==> src/rtl/seq_divider_if.sv <==
// Handshake/payload bundle for seq_divider.
//   master : operand producer and result consumer (drives in_valid, dividend, divisor, out_ready)
//   slave  : the divider (drives in_ready, out_valid, quotient, remainder, div_by_zero)
interface seq_divider_if #(
    parameter int unsigned DIV_WIDTH = 64
);
    logic                 in_valid;
    logic                 in_ready;
    logic [DIV_WIDTH-1:0] dividend;
    logic [DIV_WIDTH-1:0] divisor;
    logic                 out_valid;
    logic                 out_ready;
    logic [DIV_WIDTH-1:0] quotient;
    logic [DIV_WIDTH-1:0] remainder;
    logic                 div_by_zero;

    modport master (
        output in_valid, dividend, divisor, out_ready,
        input  in_ready, out_valid, quotient, remainder, div_by_zero
    );

    modport slave (
        input  in_valid, dividend, divisor, out_ready,
        output in_ready, out_valid, quotient, remainder, div_by_zero
    );
endinterface

==> src/rtl/seq_divider.sv <==
// Sequential restoring unsigned divider, one quotient bit per cycle, MSB first.
//   clk, rst : rising-edge clock, asynchronous active-high reset
//   bus      : seq_divider_if.slave
//              in_valid/in_ready + dividend/divisor   operand handshake
//              out_valid/out_ready + quotient/remainder/div_by_zero   result handshake
// One division in flight; results are held under back-pressure until out_ready.
module seq_divider #(
    parameter int unsigned DIV_WIDTH = 64
) (
    input  logic          clk,
    input  logic          rst,
    seq_divider_if.slave  bus
);
    localparam int unsigned W     = DIV_WIDTH;
    localparam int unsigned CNT_W = (DIV_WIDTH > 2) ? $clog2(DIV_WIDTH) : 1;

    localparam logic [1:0] S_IDLE = 2'd0;
    localparam logic [1:0] S_BUSY = 2'd1;
    localparam logic [1:0] S_DONE = 2'd2;

    logic [1:0]       state_q, state_d;
    logic [CNT_W-1:0] cnt_q,   cnt_d;
    logic [W-1:0]     rem_q,   rem_d;   // partial remainder (always < divisor between steps)
    logic [W-1:0]     quo_q,   quo_d;   // dividend shifts out, quotient shifts in
    logic [W-1:0]     dsr_q,   dsr_d;
    logic             dbz_q,   dbz_d;
    logic [W:0]       r_shift;          // one extra bit so compare/subtract cannot overflow

    // State and datapath registers
    always_ff @(posedge clk or posedge rst) begin
        if (rst) begin
            state_q <= S_IDLE;
            cnt_q   <= '0;
            rem_q   <= '0;
            quo_q   <= '0;
            dsr_q   <= '0;
            dbz_q   <= 1'b0;
        end else begin
            state_q <= state_d;
            cnt_q   <= cnt_d;
            rem_q   <= rem_d;
            quo_q   <= quo_d;
            dsr_q   <= dsr_d;
            dbz_q   <= dbz_d;
        end
    end

    // Next-state and restoring-division step
    always_comb begin
        state_d = state_q;
        cnt_d   = cnt_q;
        rem_d   = rem_q;
        quo_d   = quo_q;
        dsr_d   = dsr_q;
        dbz_d   = dbz_q;
        r_shift = {rem_q, quo_q[W-1]};

        case (state_q)
            S_IDLE: begin
                if (bus.in_valid) begin
                    dsr_d = bus.divisor;
                    if (bus.divisor == '0) begin
                        dbz_d   = 1'b1;
                        quo_d   = '1;
                        rem_d   = bus.dividend;
                        state_d = S_DONE;
                    end else begin
                        dbz_d   = 1'b0;
                        quo_d   = bus.dividend;
                        rem_d   = '0;
                        cnt_d   = CNT_W'(DIV_WIDTH - 1);
                        state_d = S_BUSY;
                    end
                end
            end
            S_BUSY: begin
                // Result of a successful subtract is < divisor, so it fits in W bits
                if (r_shift >= {1'b0, dsr_q}) begin
                    rem_d = W'(r_shift - {1'b0, dsr_q});
                    quo_d = {quo_q[W-2:0], 1'b1};
                end else begin
                    rem_d = W'(r_shift);
                    quo_d = {quo_q[W-2:0], 1'b0};
                end
                cnt_d = cnt_q - CNT_W'(1);
                if (cnt_q == '0) begin
                    state_d = S_DONE;
                end
            end
            S_DONE: begin
                if (bus.out_ready) begin
                    state_d = S_IDLE;
                end
            end
            default: begin
                state_d = S_IDLE;
            end
        endcase
    end

    assign bus.in_ready    = (state_q == S_IDLE);
    assign bus.out_valid   = (state_q == S_DONE);
    assign bus.quotient    = quo_q;
    assign bus.remainder   = rem_q;
    assign bus.div_by_zero = dbz_q;

endmodule

==> src/flat_wrapper.sv <==
// flat-port wrapper written by rule: the top's interface ports become plain ports
module seq_divider_flat 
#(
    parameter int unsigned DIV_WIDTH = 64
)
  (clk, rst, bus_in_valid, bus_dividend, bus_divisor, bus_out_ready, bus_in_ready, bus_out_valid, bus_quotient, bus_remainder, bus_div_by_zero);
  seq_divider_if #(.DIV_WIDTH(DIV_WIDTH)) bus_i ();
  input  logic clk;
  input  logic rst;
  input wire logic [$bits(bus_i.in_valid)-1:0] bus_in_valid;
  input wire logic [$bits(bus_i.dividend)-1:0] bus_dividend;
  input wire logic [$bits(bus_i.divisor)-1:0] bus_divisor;
  input wire logic [$bits(bus_i.out_ready)-1:0] bus_out_ready;
  output wire logic [$bits(bus_i.in_ready)-1:0] bus_in_ready;
  output wire logic [$bits(bus_i.out_valid)-1:0] bus_out_valid;
  output wire logic [$bits(bus_i.quotient)-1:0] bus_quotient;
  output wire logic [$bits(bus_i.remainder)-1:0] bus_remainder;
  output wire logic [$bits(bus_i.div_by_zero)-1:0] bus_div_by_zero;
  assign bus_i.in_valid = bus_in_valid;
  assign bus_i.dividend = bus_dividend;
  assign bus_i.divisor = bus_divisor;
  assign bus_i.out_ready = bus_out_ready;
  assign bus_in_ready = bus_i.in_ready;
  assign bus_out_valid = bus_i.out_valid;
  assign bus_quotient = bus_i.quotient;
  assign bus_remainder = bus_i.remainder;
  assign bus_div_by_zero = bus_i.div_by_zero;
  seq_divider #(.DIV_WIDTH(DIV_WIDTH)) u_core (.clk(clk), .rst(rst), .bus(bus_i));
endmodule
==> config.mk <==
export PLATFORM = sky130hd
export DESIGN_NAME = seq_divider_flat
export DESIGN_NICKNAME = d
export VERILOG_FILES = /design/src/rtl/seq_divider_if.sv /design/src/rtl/seq_divider.sv /design/src/flat_wrapper.sv
export SDC_FILE = /design/constraint.sdc
export NUM_CORES = 1
export LEC_CHECK = 0
export CAP_MARGIN = 40
export CORE_MARGIN = 3
export CORE_UTILIZATION = 25
export DETAILED_ROUTE_END_ITERATION = 8
export PLACE_DENSITY = 0.49
export SYNTH_ARGS = -nofsm -noshare
export SYNTH_HDL_FRONTEND = slang
export SYNTH_SLANG_ARGS = --single-unit
==> constraint.sdc <==
create_clock -name clk -period 16.7 [get_ports clk]
set_clock_uncertainty 0.1 [all_clocks]
set_input_delay 4.175 -clock clk [delete_from_list [all_inputs] [get_ports clk]]
set_output_delay 4.175 -clock clk [all_outputs]
set_load 0.02 [all_outputs]
==> summary.md, run 1 <==
| Metric | Value |
|---|---|
| Worst min-delay path startpoint | `u_core.bus.div_by_zero` |
| Overall routing resource usage | `19.9%` |
| Min-delay worst type | `reg -> reg` |
| Start-to-end type of the worst setup path | `in -> reg` |
| Via density per instance | `5.20` |
| Dominant cell type by area after synthesis | `sky130_fd_sc_hd__dfrtp_1` |
| Net count after synthesis | `1932` |
| Via count of the first global-routing pass | `13900` |
| Family of cells with the greatest summed delay on the critical path | `simple AND/OR/NAND/NOR gates` |
| Drt first pass iters | `5` |
| Most frequent cells after synthesis | `sky130_fd_sc_hd__nand2_1, sky130_fd_sc_hd__dfrtp_1, sky130_fd_sc_hd__nor2_1, sky130_fd_sc_hd__a21oi_1, sky130_fd_sc_hd__o21ai_0` |
| Sequential share of the synthesized area | `roughly 36%` |
| Measured slew at the worst slew-check pin | `~0.87 ns` |
| Proportion of netlist area held by the largest area contributor | `36.4%` |
| Area of the core | `roughly 0.054 mm2` |
| Post-CTS clock slew at the launch and capture registers of the worst setup and hold paths | `0.06 ns` |
| Cell with the most instances after synthesis | `sky130_fd_sc_hd__nand2_1` |
| Total cell area at the placement stage | `0.0171 mm2` |
| Port Buf Inserts | `between 200 and 300` |
| Die width | `about 240 um` |
| Final wirelength | `slightly below 60000 um` |
| Endpoint required time on the critical path | `17.08 ns` |
| Setup crit end kind | `flip-flop` |
| Post-synth ARST share | `100%` |
| Library cell contributing the largest single delay on the critical path | `sky130_fd_sc_hd__nor4_1` |
| Leading post-synthesis cells by cell area | `sky130_fd_sc_hd__dfrtp_1, sky130_fd_sc_hd__nand2_1, sky130_fd_sc_hd__ha_1, sky130_fd_sc_hd__a21oi_1, sky130_fd_sc_hd__o21ai_0` |
| Initial drt markers | `871` |
| Max-slew headroom | `around 41%` |
| Worst setup endpoint | `u_core.cnt_q[5]` |
| CP peak stage delay | `0.62 ns` |
| Root buffer cell | `sky130_fd_sc_hd__clkbuf_16` |
| Layout fillers | `roughly 5800` |
| Site row count | `85` |
| Synth Register Bits | `201` |
| Antenna cell count | `0` |
| Max Clk Rate | `roughly 130 MHz` |
| Critical path launch point type | `input port` |
| Setup slack on the worst flop-to-flop path | `12.73 ns` |
| Post-route DRC | `0` |
| Average routed wire per standard cell | `22.4 um` |
| Number of top-level pins | `263` |
| Final hold violations | `0` |
| Antenna violations before repair | `2` |
| Effective utilization at floorplan | `25.5%` |
| Dominant synthesized flop cell | `sky130_fd_sc_hd__dfrtp_1` |
| Wire length of the first global-routing pass | `88000 um` |
| Total standard cell area after synthesis | `0.0138 mm2` |
| Endpoint of the most critical register-to-register path | `u_core.bus.remainder[60]` |
| TritonCTS sink count | `roughly 200` |
| Final Cell Area | `0.0179 mm2` |
| Setup repair after global routing missed its margin | `false` |
| Routability congestion estimate | `between 0.8 and 0.9` |
| EDFF count, synth | `0` |
| Final core area utilization | `33.1%` |
| Die Area | `0.0581 mm2` |
| TritonCTS clock tree | `done` |
| TritonCTS Buffers | `27` |
| Max_cap viols | `0` |
| Count of antenna-violating nets left after detailed routing | `0` |
| Dpl hpwl | `45700 um` |
| Fin crit share | `46.6%` |
| Critical path origin | `bus_divisor[7]` |
| Post-synthesis average cell area | `7.97 um2` |
| Via Count | `13700` |
| Setup tns final | `0 ns` |
| Gate count of the mapped netlist | `1733` |
| Register-to-Register Path Depth | `12` |
| Maximum fanout along the worst path | `56` |
| Pin count of the biggest net entering global routing | `103` |
| Number of warnings issued by yosys | `0` |
| Y dimension of the die | `241 um` |
| Post-CTS Resized | `0` |
| Outcome | `finished, final reports clean` |
| Critical path, cell by cell | `clkdlybuf4s50_1 -> nor4_1 -> buf_2 -> nand4_1 -> nor4_2 -> buf_4 -> and2_2 -> buf_4 -> nand2b_1 -> nor4_1 -> and3_1 -> o21ai_0` |
| Unique cell type count in the Yosys netlist | `82` |
| Hold buffer count at CTS | `0` |
| Levels on crit path | `12` |
| Count of endpoints failing setup in the final report | `0` |
| Buffer count from post-CTS setup fixing | `0` |
| Share of cells above drive strength 1 | `5.60%` |
| Leftover overflow at the end of global routing | `0` |
| Final Max Tran Viols | `0` |
| Final worst path period need | `7.79 ns` |
| Worst-skew pair later-pin latency | `0.57 ns` |
| Number of buffers on the longest clock path | `3` |
| Arrival @ worst endpoint | `~8 ns` |
| Critical path buffers and inverters | `4` |
| Area Overhead vs Synth | `29.8%` |
| Beginning of the worst register-to-register path | `u_core.bus.remainder[49]` |
| Depth of the CTS H-tree | `1` |
| Final layout net count | `2129` |
state kept, by name (all words and copies together), names as in the netlist:
register                cells
u_core.bus.div_by_zero      1
u_core.bus.quotient        64
u_core.bus.remainder       64
u_core.cnt_q                6
u_core.dsr_q               64
u_core.state_q              2
worst min path at each step:
stage / slack [ns] / depth (start not counted) / endpoint
finish: 0.38 / 1 / u_core.bus.div_by_zero
global placement: 0.37 / 1 / u_core.bus.div_by_zero
floorplan: 0.35 / 2 / u_core.dsr_q[0]
CTS: 0.39 / 1 / u_core.bus.div_by_zero
global route: 0.40 / 1 / u_core.bus.div_by_zero
detailed placement: 0.37 / 1 / u_core.bus.div_by_zero
layer usage:
| metal | track usage, % | routed length, um | vias up |
|---|---|---|---|
| met3 | 3.75 | 3320 | 112 |
| li1 | - | - | 6598 |
| met5 | 0 | 24 | - |
| met1 | 25.0 | 24800 | 6636 |
| met2 | 33.7 | 28300 | 397 |
| met4 | 7.97 | 2730 | 4 |
area by class of cell:
type	count	area, um2	share of cell area, %
sequential	201	5030	28.0
inverter	90	345	1.93
multi-input combinational	1324	7980	44.5
tap	696	871	4.86
clock buffer	39	791	4.41
clock inverter	8	80.1	0.446
timing repair buffer	286	2840	15.9
cells by family (layout without fill, tap and decap cells):
group | after synthesis | count (layout) | share of synthesized area [%]
AND/OR/NAND/NOR | 657 | 657 | 21.6
AO/OA/AOI/OAI | 538 | 538 | 25.6
buffers and inverters | 208 | 423 | 6.27
flip-flops | 201 | 201 | 36.4
adder cells (fa/ha/maj) | 67 | 67 | 6.12
XOR/XNOR | 55 | 55 | 3.49
multiplexers | 7 | 7 | 0.516
per-stage QoR:
| step | hold slack (ns) | setup slack (ns) | std cells |
|---|---|---|---|
| after floorplan | 0.350 | 6.94 | 1733 |
| after global placement | 0.375 | 7.57 | 2589 |
| after detailed placement | 0.374 | 8.23 | 2597 |
| after CTS | 0.387 | 8.79 | 2644 |
| after global routing | 0.402 | 8.70 | 2644 |
| final | 0.383 | 8.91 | 2644 |
cells in the final DEF (no fill, tap or decap), types with 6 or more instances in the layout:
master | synthesis | final
sky130_fd_sc_hd__o21ai_1 | 19 | 19
sky130_fd_sc_hd__o211ai_1 | 16 | 16
sky130_fd_sc_hd__a21boi_0 | 8 | 8
sky130_fd_sc_hd__clkbuf_8 | 0 | 7
sky130_fd_sc_hd__nor2_1 | 152 | 150
sky130_fd_sc_hd__o22a_1 | 23 | 23
sky130_fd_sc_hd__nor2b_1 | 8 | 7
sky130_fd_sc_hd__dfrtp_1 | 201 | 201
sky130_fd_sc_hd__mux2i_1 | 6 | 6
sky130_fd_sc_hd__inv_1 | 90 | 89
sky130_fd_sc_hd__o21bai_1 | 15 | 15
sky130_fd_sc_hd__nand4_1 | 23 | 23
sky130_fd_sc_hd__ha_1 | 66 | 66
sky130_fd_sc_hd__a21oi_1 | 131 | 131
sky130_fd_sc_hd__nand2b_1 | 9 | 8
sky130_fd_sc_hd__nand2_1 | 258 | 258
sky130_fd_sc_hd__xor2_1 | 18 | 18
sky130_fd_sc_hd__clkbuf_16 | 0 | 27
sky130_fd_sc_hd__or3_1 | 6 | 6
sky130_fd_sc_hd__nand3_1 | 49 | 49
sky130_fd_sc_hd__nor4_1 | 23 | 20
sky130_fd_sc_hd__o21a_1 | 10 | 10
sky130_fd_sc_hd__a211oi_1 | 12 | 12
sky130_fd_sc_hd__and3_1 | 13 | 13
sky130_fd_sc_hd__a221oi_1 | 16 | 16
sky130_fd_sc_hd__o22ai_1 | 13 | 13
sky130_fd_sc_hd__xnor2_1 | 37 | 37
sky130_fd_sc_hd__buf_4 | 2 | 16
sky130_fd_sc_hd__a21o_1 | 27 | 27
sky130_fd_sc_hd__o31ai_1 | 70 | 70
sky130_fd_sc_hd__clkdlybuf4s50_1 | 0 | 262
sky130_fd_sc_hd__o21ai_0 | 120 | 120
sky130_fd_sc_hd__nor3_1 | 87 | 87
sky130_fd_sc_hd__a31oi_1 | 11 | 11
Power of run 1 is left out: the tool's default activity adds up to more than one toggle a clock period on the data nets, which glitch-free logic cannot reach.
==> inputs of run 2 (changes only) <==
--- a/config.mk
+++ b/config.mk
@@ -9,7 +9,7 @@
 export CORE_MARGIN = 3
 export CORE_UTILIZATION = 25
 export DETAILED_ROUTE_END_ITERATION = 8
-export PLACE_DENSITY = 0.49
+export PLACE_DENSITY = 0.51
 export SYNTH_ARGS = -nofsm -noshare
 export SYNTH_HDL_FRONTEND = slang
 export SYNTH_SLANG_ARGS = --single-unit
==> constraint.sdc (replaced) <==
create_clock -name clk -period 6.8 [get_ports clk]
set_clock_uncertainty 0.1 [all_clocks]
set_input_delay 1.7 -clock clk [delete_from_list [all_inputs] [get_ports clk]]
set_output_delay 1.7 -clock clk [all_outputs]
set_load 0.02 [all_outputs]
==> run 2 against run 1 <==
Net effect:
- die area unchanged
- register-to-register slack worse by 9.9 ns
- cell count is essentially flat
- hold slack gained 0.0050 ns
- flip-flop and latch count did not move
- largest cell class unchanged
- first-iteration DRC count grew 24%
- count of clock-buffer cells in the layout decreased by 8
- utilization about the same
- non-clock buffer count up 1
- routed wire length rose by 0.39%
- final area barely moved
- setup slack got worse by 6.6 ns
==> summary.md, run 2 (synthesis results as in run 1) <==
| Metric | Value |
|---|---|
| Outcome | `finished, final reports clean` |
| Y dimension of the die | `241 um (unchanged)` |
| TritonCTS clock tree | `done` |
| Most frequent standard cell in the layout excluding fill and tap cells | `sky130_fd_sc_hd__clkdlybuf4s50_1` |
| Endpoint of the most critical register-to-register path | `u_core.bus.remainder[60]` |
| TritonCTS sink count | `201 (unchanged)` |
| Endpoint required time on the critical path | `7.17 ns (-9.91 ns)` |
| Critical path buffers and inverters | `2 (-2)` |
| Effective utilization at floorplan | `25.5% (unchanged)` |
| Endpoint with the worst hold slack | `u_core.bus.div_by_zero` |
| Register-to-Register Path Depth | `12 (unchanged)` |
| Die width | `241 um (unchanged)` |
| Antenna violations before repair | `1 (-1)` |
| Drt first pass iters | `5 (unchanged)` |
| Max-slew headroom | `40.4% (-0.95 points)` |
| Via Count | `13900 (+0.95%)` |
| Die Area | `0.0581 mm2 (unchanged)` |
| Hold buffer count at CTS | `0 (unchanged)` |
| Pin count of the biggest net entering global routing | `97 (-5.8%)` |
| Beginning of the worst register-to-register path | `u_core.bus.remainder[49]` |
| Min-delay worst type | `reg -> reg` |
| Max_cap viols | `0 (unchanged)` |
| Final worst path period need | `4.49 ns` |
| Arrival @ worst endpoint | `4.86 ns (-3.31 ns)` |
| Via density per instance | `5.24 (+0.87%)` |
| Worst hold path depth | `1 (unchanged)` |
| Wire length of the first global-routing pass | `87800 um (-0.32%)` |
| Dpl hpwl | `46200 um (+1.1%)` |
| Layout fillers | `5713 (-1.1%)` |
| CP peak stage delay | `0.64 ns (+0.02 ns)` |
| Final hold violations | `0 (unchanged)` |
| Count of antenna-violating nets left after detailed routing | `0 (unchanged)` |
| Start-to-end type of the worst setup path | `in -> reg` |
| Worst hold slack across all endpoints | `0.388 ns (+0.00496 ns)` |
| Via count of the first global-routing pass | `13800 (-0.70%)` |
| Site row count | `85 (unchanged)` |
| Worst-skew pair later-pin latency | `0.57 ns (about the same)` |
| Initial drt markers | `1082 (+24%)` |
| Maximum fanout along the worst path | `25 (-55%)` |
| Root buffer cell | `sky130_fd_sc_hd__clkbuf_16` |
| Final layout net count | `2128 (-0.047%)` |
| Library cell contributing the largest single delay on the critical path | `sky130_fd_sc_hd__nor4_2` |
| Number of top-level pins | `263 (unchanged)` |
| Port Buf Inserts | `262 (unchanged)` |
| Setup slack on the worst flop-to-flop path | `2.83 ns (-9.90 ns)` |
| Post-CTS clock slew at the launch and capture registers of the worst setup and hold paths | `0.06 ns (about the same)` |
| Final wirelength | `59400 um (+0.39%)` |
| Average routed wire per standard cell | `22.5 um (+0.31%)` |
| Critical path launch point type | `input port` |
| Routability congestion estimate | `0.874 (+2.4%)` |
| Met2 layer usage reported by global route | `35.1% (+1.3 points)` |
| Family of cells with the greatest summed delay on the critical path | `simple AND/OR/NAND/NOR gates` |
| Commonest cells after routing, fill and taps aside | `sky130_fd_sc_hd__clkdlybuf4s50_1, sky130_fd_sc_hd__nand2_1, sky130_fd_sc_hd__dfrtp_1, sky130_fd_sc_hd__nor2_1, sky130_fd_sc_hd__a21oi_1` |
| Setup repair after global routing missed its margin | `false` |
| Count of endpoints failing setup in the final report | `0 (unchanged)` |
| TritonCTS Buffers | `25 (-7.4%)` |
| Area of the core | `0.0542 mm2 (unchanged)` |
| Measured slew at the worst slew-check pin | `0.895 ns (+0.0217 ns)` |
| Post-CTS Resized | `0 (unchanged)` |
| Leftover overflow at the end of global routing | `0 (unchanged)` |
| Worst min-delay path startpoint | `u_core.bus.div_by_zero` |
| Busiest metal layer after global routing | `met2` |
| Number of buffers on the longest clock path | `3 (unchanged)` |
| Critical path, cell by cell | `clkdlybuf4s50_1 -> nor4_1 -> nand4_1 -> nor4_2 -> and2_2 -> buf_4 -> a221oi_1 -> a211oi_1` |
| Post-route DRC | `0 (unchanged)` |
| Met3 Track Usage GR | `3.65% (-0.10 points)` |
| Buffer count from post-CTS setup fixing | `0 (unchanged)` |
| Setup tns final | `0 ns (unchanged)` |
| Setup crit end kind | `flip-flop` |
| Overall routing resource usage | `20.0% (+0.042 points)` |
| Final Max Tran Viols | `0 (unchanged)` |
| Share of cells above drive strength 1 | `5.65% (+0.051 points)` |
| Area Overhead vs Synth | `29.9% (about the same)` |
| Depth of the CTS H-tree | `1 (unchanged)` |
| Fin crit share | `66.0%` |
| Max Clk Rate | `223 MHz` |
| GR Util met1 | `24.4% (-0.63 points)` |
==> run 2: changes by cell type in the layout (fill, tap and decap cells not counted), moves of 3 or more <==
cell,previous run,this run
sky130_fd_sc_hd__buf_12,3,6
sky130_fd_sc_hd__buf_2,3,0
sky130_fd_sc_hd__clkbuf_1,5,2
sky130_fd_sc_hd__clkinv_2,2,8
sky130_fd_sc_hd__clkbuf_8,7,4
==> run 2: final cells by class <==
| class | instances | area (um2) | area share, % |
|---|---|---|---|
| Multi-Input combinational cell | 1324 | 7960 | 44.4 |
| Sequential cell | 201 | 5030 | 28.0 |
| Timing Repair Buffer | 287 | 2900 | 16.2 |
| Tap cell | 696 | 871 | 4.85 |
| Clock buffer | 31 | 688 | 3.83 |
| Inverter | 90 | 342 | 1.90 |
| Clock inverter | 15 | 151 | 0.843 |
| Antenna cell | 2 | 5.00 | 0.0279 |
==> run 2: worst register-to-register path, stage by stage (launching register included) <==
cell	delay, ns
sky130_fd_sc_hd__dfrtp_1	0.50
sky130_fd_sc_hd__ha_1	0.48
sky130_fd_sc_hd__a211oi_2	0.23
sky130_fd_sc_hd__o21bai_1	0.12
sky130_fd_sc_hd__a211oi_1	0.25
sky130_fd_sc_hd__o21ai_1	0.15
sky130_fd_sc_hd__a221o_1	0.41
sky130_fd_sc_hd__nor3_2	0.21
sky130_fd_sc_hd__o21ai_2	0.08
sky130_fd_sc_hd__buf_4	0.27
sky130_fd_sc_hd__a21oi_2	0.67
sky130_fd_sc_hd__a221oi_1	0.22
sky130_fd_sc_hd__o22ai_1	0.21
==> run 2: through the flow <==
stage | worst slack [ns] | instances | instance area, um2 | util (%)
after detailed placement | 1.43 | 2596 | 17100 | 31.5
after global routing | 2.06 | 2644 | 17900 | 33.1
after CTS | 2.02 | 2642 | 17900 | 33.1
after global placement | 1.25 | 2591 | 17000 | 31.3
final | 2.31 | 2646 | 18000 | 33.1
after floorplan | 2.40 | 1733 | 13800 | -
==> run 2: worst max-delay path by stage <==
stage,start,to,depth (start not counted)
after global placement,bus_divisor[20],u_core.bus.remainder[38],10
final,bus_divisor[31],u_core.bus.remainder[54],8
after floorplan,rst,u_core.bus.div_by_zero,1
after detailed placement,bus_divisor[2],u_core.bus.remainder[54],8
after global routing,bus_divisor[28],u_core.bus.remainder[54],8
after CTS,bus_divisor[2],u_core.bus.remainder[54],8
==> run 2: layer usage <==
layer	share of wire (%)	vias to the layer above
li1	-	6584
met1	40	6729
met2	49	476
met3	6.6	88
met4	3.8	0
met5	0	-
Power of run 2 is left out for the same reason.
